**config.mk**
```make
export PLATFORM = sky130hd
export DESIGN_NAME = race_official_multi
export DESIGN_NICKNAME = d
export VERILOG_FILES = /design/src/rtl/race_official_multi.sv
export SDC_FILE = /design/constraint.sdc
export NUM_CORES = 1
export LEC_CHECK = 0
export CORE_AREA = 10 10 61 63
export CTS_CLUSTER_DIAMETER = 150
export DETAILED_ROUTE_END_ITERATION = 8
export DIE_AREA = 0 0 71 73
export GPL_TIMING_DRIVEN = 0
export PLACE_DENSITY = 0.8
export SLEW_MARGIN = 10
export SYNTH_ARGS = -nofsm -noshare
export SYNTH_HDL_FRONTEND = slang
export SYNTH_SLANG_ARGS = --single-unit
```
**constraint.sdc**
```tcl
create_clock -name clk -period 5.33 [get_ports clk]
set_clock_uncertainty 0.1 [all_clocks]
set_input_delay 1.599 -clock clk [delete_from_list [all_inputs] [get_ports clk]]
set_output_delay 1.599 -clock clk [all_outputs]
set_load 0.01 [all_outputs]
```
**src/rtl/race_official_multi.sv**
```systemverilog
// Multi-lane race official: broadcasts start once all enabled lanes are ready,
// tracks finishers, picks the lowest-index first finisher, and aborts on timeout.
module race_official_multi #(
  parameter int N_LANES = 4,
  parameter int TIMEOUT = 1000,
  localparam int WIN_W = (N_LANES > 1) ? $clog2(N_LANES) : 1
) (
  input  logic               clk,
  input  logic               rst,
  input  logic [N_LANES-1:0] lane_en,
  input  logic [N_LANES-1:0] ready,
  input  logic [N_LANES-1:0] done,
  output logic               start,
  output logic               busy,
  output logic [N_LANES-1:0] finished,
  output logic [WIN_W-1:0]   winner,
  output logic               winner_valid,
  output logic               timeout
);

  localparam int TMR_W = (TIMEOUT > 0) ? $clog2(TIMEOUT + 1) : 1;
  localparam logic [TMR_W-1:0] TMR_LAST = TMR_W'((TIMEOUT > 0) ? TIMEOUT - 1 : 0);
  localparam logic [TMR_W-1:0] TMR_MAX  = '1;

  localparam logic [1:0] S_IDLE    = 2'd0;
  localparam logic [1:0] S_RACE    = 2'd1;
  localparam logic [1:0] S_RELEASE = 2'd2;

  logic [1:0]         r_state;
  logic [N_LANES-1:0] r_en_q;
  logic [TMR_W-1:0]   r_timer;
  logic               r_start;
  logic [N_LANES-1:0] r_finished;
  logic [WIN_W-1:0]   r_winner;
  logic               r_winner_valid;
  logic               r_timeout;

  logic [N_LANES-1:0] w_nd;
  logic [WIN_W-1:0]   w_nd_idx;
  logic               w_arm;
  logic               w_all_done;
  logic               w_timer_hit;
  logic               w_released;

  // New finishers this cycle: enabled lanes reporting done for the first time.
  for (genvar gi = 0; gi < N_LANES; gi++) begin : g_nd
    assign w_nd[gi] = done[gi] & r_en_q[gi] & ~r_finished[gi];
  end

  always_comb begin
    w_nd_idx = '0;
    for (int i = N_LANES - 1; i >= 0; i--) begin
      if (w_nd[i]) w_nd_idx = WIN_W'(i);
    end
  end

  assign w_arm       = (lane_en != '0) && ((ready & lane_en) == lane_en);
  assign w_all_done  = ((r_finished | w_nd) == r_en_q);
  assign w_timer_hit = (TIMEOUT != 0) && (r_timer == TMR_LAST);
  assign w_released  = (((ready | done) & r_en_q) == '0);

  always_ff @(posedge clk or posedge rst) begin
    if (rst) begin
      r_state        <= S_IDLE;
      r_en_q         <= '0;
      r_timer        <= '0;
      r_start        <= 1'b0;
      r_finished     <= '0;
      r_winner       <= '0;
      r_winner_valid <= 1'b0;
      r_timeout      <= 1'b0;
    end else begin
      case (r_state)
        S_IDLE: begin
          r_start <= 1'b0;
          if (w_arm) begin
            r_en_q         <= lane_en;
            r_start        <= 1'b1;
            r_timer        <= '0;
            r_finished     <= '0;
            r_winner_valid <= 1'b0;
            r_timeout      <= 1'b0;
            r_state        <= S_RACE;
          end
        end
        S_RACE: begin
          if (r_timer != TMR_MAX) r_timer <= r_timer + 1'b1;
          r_finished <= r_finished | w_nd;
          if (!r_winner_valid && (w_nd != '0)) begin
            r_winner       <= w_nd_idx;
            r_winner_valid <= 1'b1;
          end
          // Completion wins over a timeout landing on the same edge.
          if (w_all_done) begin
            r_start <= 1'b0;
            r_state <= S_RELEASE;
          end else if (w_timer_hit) begin
            r_start   <= 1'b0;
            r_timeout <= 1'b1;
            r_state   <= S_RELEASE;
          end
        end
        S_RELEASE: begin
          r_start <= 1'b0;
          if (w_released) r_state <= S_IDLE;
        end
        default: begin
          r_start <= 1'b0;
          r_state <= S_IDLE;
        end
      endcase
    end
  end

  assign start        = r_start;
  assign busy         = (r_state != S_IDLE);
  assign finished     = r_finished;
  assign winner       = r_winner;
  assign winner_valid = r_winner_valid;
  assign timeout      = r_timeout;

endmodule

```
## Word-level counts from Yosys, hierarchy flattened

Index checks and enable logic that the tools add are counted.

| operators by class | value |
|---|---|
| add/sub/neg operators | 1 |
| equality and inequality tests | 13 |
| multiplexer cells | 24 |
| bitwise logic cells | 16 |
| reduce and logical (&&, ||, !) cells | 16 |

Operator list:

| cell | number |
|---|---|
| $mux 10 | 2 |
| $pmux 10 s2 | 1 |
| $mux 2 | 8 |
| $ne 2x2->1 const B | 6 |
| $add 10x1->10 const B | 1 |
| $eq 10x10->1 const B | 1 |
| $ne 10x10->1 const B | 1 |
| $reduce_and 3->1 | 3 |
| $and 1x1->1 | 8 |
| $and 4x4->4 | 2 |
| $eq 4x4->1 | 2 |
| $or 4x4->4 | 2 |
| $pmux 4 s2 | 1 |
| $reduce_bool 4->1 | 2 |
| $mux 1 | 7 |
| $pmux 1 s2 | 3 |
| $pmux 2 s3 | 1 |
| $reduce_and 2->1 | 3 |
| $logic_not 4->1 | 1 |
| $mux 4 | 1 |
| $not 1->1 | 4 |
| $reduce_and 4->1 | 1 |
| $reduce_bool 2->1 | 2 |
| $ne 3x3->1 const B | 1 |
| 5 further kinds | 6 |

| storage, ports and cells | value |
|---|---|
| register bits | 25 |
| input bits | 14 |
| output and inout bits | 10 |
| logic and storage cells | 78 |

## Logic depth before layout (Yosys ltp)

| logic depth | value |
|---|---|
| depth in word-level cells | 6 |
| gate-level depth with buffers | 6 |
| depth with buffers taken out | 6 |

## Least setup slack after synthesis

Ideal clock, no wire load.

| path | value |
|---|---|
| kind | input-to-reg |
| start point | input lane_en[0] |
| end point | register r_en_q[0] |
| library setup time | 0.125 ns |
| arrival | 2.748 ns |
| data required time | 5.105 ns |
| slack | 2.357 ns |
| stages on the path | 5 |
| buffers on the path | 1 |
| path through | nor2b_4 > a2111oi_4 > and2_2 > buf_2 > mux2_2 |

| between the ends | value |
|---|---|
| word-level cells in the longest chain between the ends | 4 |
| elaborated cells between the ends (all ways) | 5 |
| those cells by class | eq/ne: 1; bitwise: 1; reduce/logical: 3 |

RTL lines:

| what | line | RTL |
|---|---|---|
| start: declaration | 10 | `input logic [N_LANES-1:0] lane_en,` |
| $and 4x4->4 | 57 | `assign w_arm = (lane_en != '0) && ((ready & lane_en) == lane_en);` |
| $eq 4x4->1 | 57 |  |
| $logic_and 1x1->1 | 57 |  |
| $reduce_and 2->1 (no line) | - |  |
| end signal: assignment | 77 | `r_en_q <= lane_en;` |
| end: declaration | 30 | `logic [N_LANES-1:0] r_en_q;` |

Parallel ways exist; a longest one is shown, timed or not.
A chain may end at the register's enable or synchronous reset.

## Worst setup path after layout

| path | value |
|---|---|
| start point | register r_state[0] |
| end point | output busy |

| between the ends | value |
|---|---|
| word-level cells in the longest chain between the ends | 1 |

RTL lines:

| what | line | RTL |
|---|---|---|
| start: declaration | 29 | `logic [1:0] r_state;` |
| start signal: assignment | 64 | `r_state <= S_IDLE;` |
| start signal: assignment | 83 | `r_state <= S_RACE;` |
| start signal: assignment | 96 | `r_state <= S_RELEASE;` |
| $reduce_bool 2->1 | 116 | `assign busy = (r_state != S_IDLE);` |
| end: declaration | 14 | `output logic busy,` |

Every way passes these cells.

==> summary.md <==
| Metric | Value |
|---|---|
| IO Port Bufs | `23` |
| Core Region | `between 2000 and 3000 sq um` |
| Post-DP HPWL | `2.60 mm` |
| # H-tree levels | `1` |
| Mean Syn Cell Area | `9.47 sq um` |
| Clock power share | `11.4%` |
| Post-synthesis sequential area ratio | `46.9%` |
| Post-Synth Adder-Cell Area | `less than 1%` |
| Synth cell types | `around 40` |
| Sink Count | `25` |
| Layout Cells excl Fill | `around 200` |
| Syn Inst Count | `141` |
| Final wirelength | `3.39 mm` |
| Hold Vio Cnt, Final | `0` |
| Psw | `294 uW` |
| Register area | `between 600 and 700 sq um` |
| Setup CP Type | `flip-flop to primary output` |
| CTS tree | `built` |
| Ys flop type | `dfrtp_1` |
| Max-Cap Viols | `0` |
| Critical path launch point type | `flip-flop` |
| Pre-Repair DR Iteration Count | `4` |
| Initial core utilization | `51.1%` |
| Vias | `1202` |
| Vias per cell | `6.04` |
| Layout area overhead | `22.1%` |
| Gp weighted congestion | `between 0.8 and 0.9` |
| Max Clk Rate | `around 300 MHz` |
| Count of pins over their slew limit | `0` |
| Crit path from | `r_state[0]` |
| I/O Pins | `24` |
| # diodes | `0` |
| Mapped Area | `1340 sq um` |
| Inst Count DP | `195` |
| Simple-gate share of the synthesized area | `23.0%` |
| Drt wl/cell | `17.0 um` |
| Tmin final | `3.25 ns` |
| Die width | `71 um` |
| Pin count of the biggest net entering global routing | `26` |
| Pwr dens | `458 nW/um^2` |
| Hold_buf cts | `0` |
| Ys async rst share | `100%` |
| Remaining Overflow, GRT | `0` |
| Clk_lat worst skew | `between 0.3 and 0.4 ns` |
| Endpoints failing setup | `0` |
| Number of remaining DRC errors | `0` |
| Multi-input gate area | `roughly 680 sq um` |
| Die H | `73 um` |
| EDFF count, synth | `0` |
| Post-route clock period utilization | `61.0%` |
| Clock slew at reported path FFs | `0.13 ns` |
| Final Instance Area | `approximately 1600 sq um` |
| Worst slew margin | `between 30% and 40%` |
| Post-synthesis mux area share | `4.22%` |
| Overall global routing resource usage | `13.0%` |
| Crit path max fanout | `5` |
| Leading cell types by count after synthesis | `dfrtp_1, nor2_1, o21ai_0` |
| Largest family of logic cells by synthesized area | `simple AND/OR/NAND/NOR gates` |
| Nets | `184` |
| Setup Fix Bufs, Post-CTS | `0` |
| Setup TNS | `0 ns` |
| Least-Margin Pin Slew | `0.956 ns` |
| Share of cells above drive strength 1 | `around a tenth` |
| # fillers | `237` |
| Vias in the first global route | `1232` |
| Yosys reg bits | `25` |
| Post-synth top area cell | `dfrtp_1` |
| Maximum vdd drop | `0.000319 V` |
| Internal power | `452 uW` |
| Global-route wire length before repair | `5.66 mm` |
| Count leader, synth | `dfrtp_1` |
| Synth Area in XOR/XNOR | `0%` |
| CTS max path bufs | `2` |
| Power share of the sequential group | `44.1%` |
| Initial antenna violation count | `0` |
| Syn_nets | `156` |
| HP Class | `flip-flop to flip-flop` |
| Clock tree root buffer cell | `clkbuf_4` |
| Total chip power | `746 uW` |
| Worst hold start | `r_timer[8]` |
| RSZ-0062 raised after global routing | `no` |
| Area fraction in compound gates after synthesis | `between 20% and 30%` |
| Crit end category | `primary output` |
| LEAKAGE | `approximately 0.00070 uW` |
| Post-DRT Antenna Nets | `0` |
| Synth top area share | `a little under half` |
| Status | `finished clean` |
| Critical Path AT | `~1.6 ns` |
| Yosys Warn Count | `0` |
| Cts bufs inserted | `3` |
| Combinational power share | `44.5%` |
| Num rows | `19` |
| Post_cts resized | `0` |
| Net Sw Frac | `39.5%` |
| Initial drt markers | `just under 80` |
| Die footprint | `5180 sq um` |
| CP required | `3.63 ns` |
| Ranking of synthesized cells by area | `dfrtp_1, nor2_1, a31oi_1` |
| Post-place instance area | `1600 sq um` |
| Origin of the critical flop-to-flop path | `r_timer[0]` |
## through the flow
step | hold slack [ns] | setup WS, ns | utilization (%)
floorplan | 0.339 | 2.36 | -
global placement | 0.364 | 1.78 | 61.3
detailed placement | 0.379 | 1.76 | 61.3
CTS | 0.397 | 2.06 | 62.3
global route | 0.418 | 2.01 | 62.3
finish | 0.398 | 2.08 | 62.3
## registers in the layout, indices dropped and copies added (netlist names)
register,cells
winner_valid,1
winner,2
timeout,1
r_timer,10
start,1
r_en_q,4
r_state,2
finished,4
## cells in the final DEF, fill, tap and decap left out, drive strengths merged, types with 4 or more instances in the layout
cell type,synthesis,layout
dfrtp,25,25
clkdlybuf4s50,0,23
nor2,20,20
o21ai,11,11
nand2,10,10
a31oi,9,9
nor2b,7,7
clkbuf,2,6
inv,5,5
mux2,5,5
a21oi,5,5
nand3,4,4
nor3,4,4
## final timing paths
kind | end | slack [ns] | cells after the start
setup / recovery | busy | 2.08 | 2
hold / removal | r_timer[8] | 0.40 | 1
setup reg to reg | r_timer[7] | 3.44 | 6
hold reg to reg | r_timer[8] | 0.40 | 1
max in group asynchronous | r_timer[0] | 2.87 | 2
min in group asynchronous | r_timer[3] | 1.68 | 2
## critical path: stages, from the launching register on
cell and delay (ns):
dfrtp_1 0.45, or2_2 0.30, clkdlybuf4s50_1 0.49
## routing by layer
metal,vias to the layer above,routed length (um),track usage [%]
li1,576,-,-
met1,584,1500,15.5
met2,38,1730,22.3
met3,4,130,2.72
met4,0,23,5.16
met5,-,0,0
## logic make-up after synthesis
kind of cell             count (synthesis)
flip-flops                              25
AO/OA/AOI/OAI                           42
multiplexers                             5
AND/OR/NAND/NOR                         60
adder cells (fa/ha/maj)                  1
buffers and inverters                    8
## cell type report
class | instances | area share (%)
inverter | 5 | 1.15
buffer | 3 | 0.767
clock buffer | 4 | 1.61
sequential | 25 | 38.4
timing repair buffer | 23 | 14.1
tap | 31 | 2.38
multi-input combinational | 108 | 41.6
## power by group through the flow
stage,logic [uW],clock network [uW],registers (uW)
after detailed placement,334,0,331
after floorplan,193,0,325
after CTS,335,87.3,327
after global routing,370,92.7,337
after global placement,320,0,325
final,332,84.9,329
No activity file was read; power rests on OpenSTA's default activity.
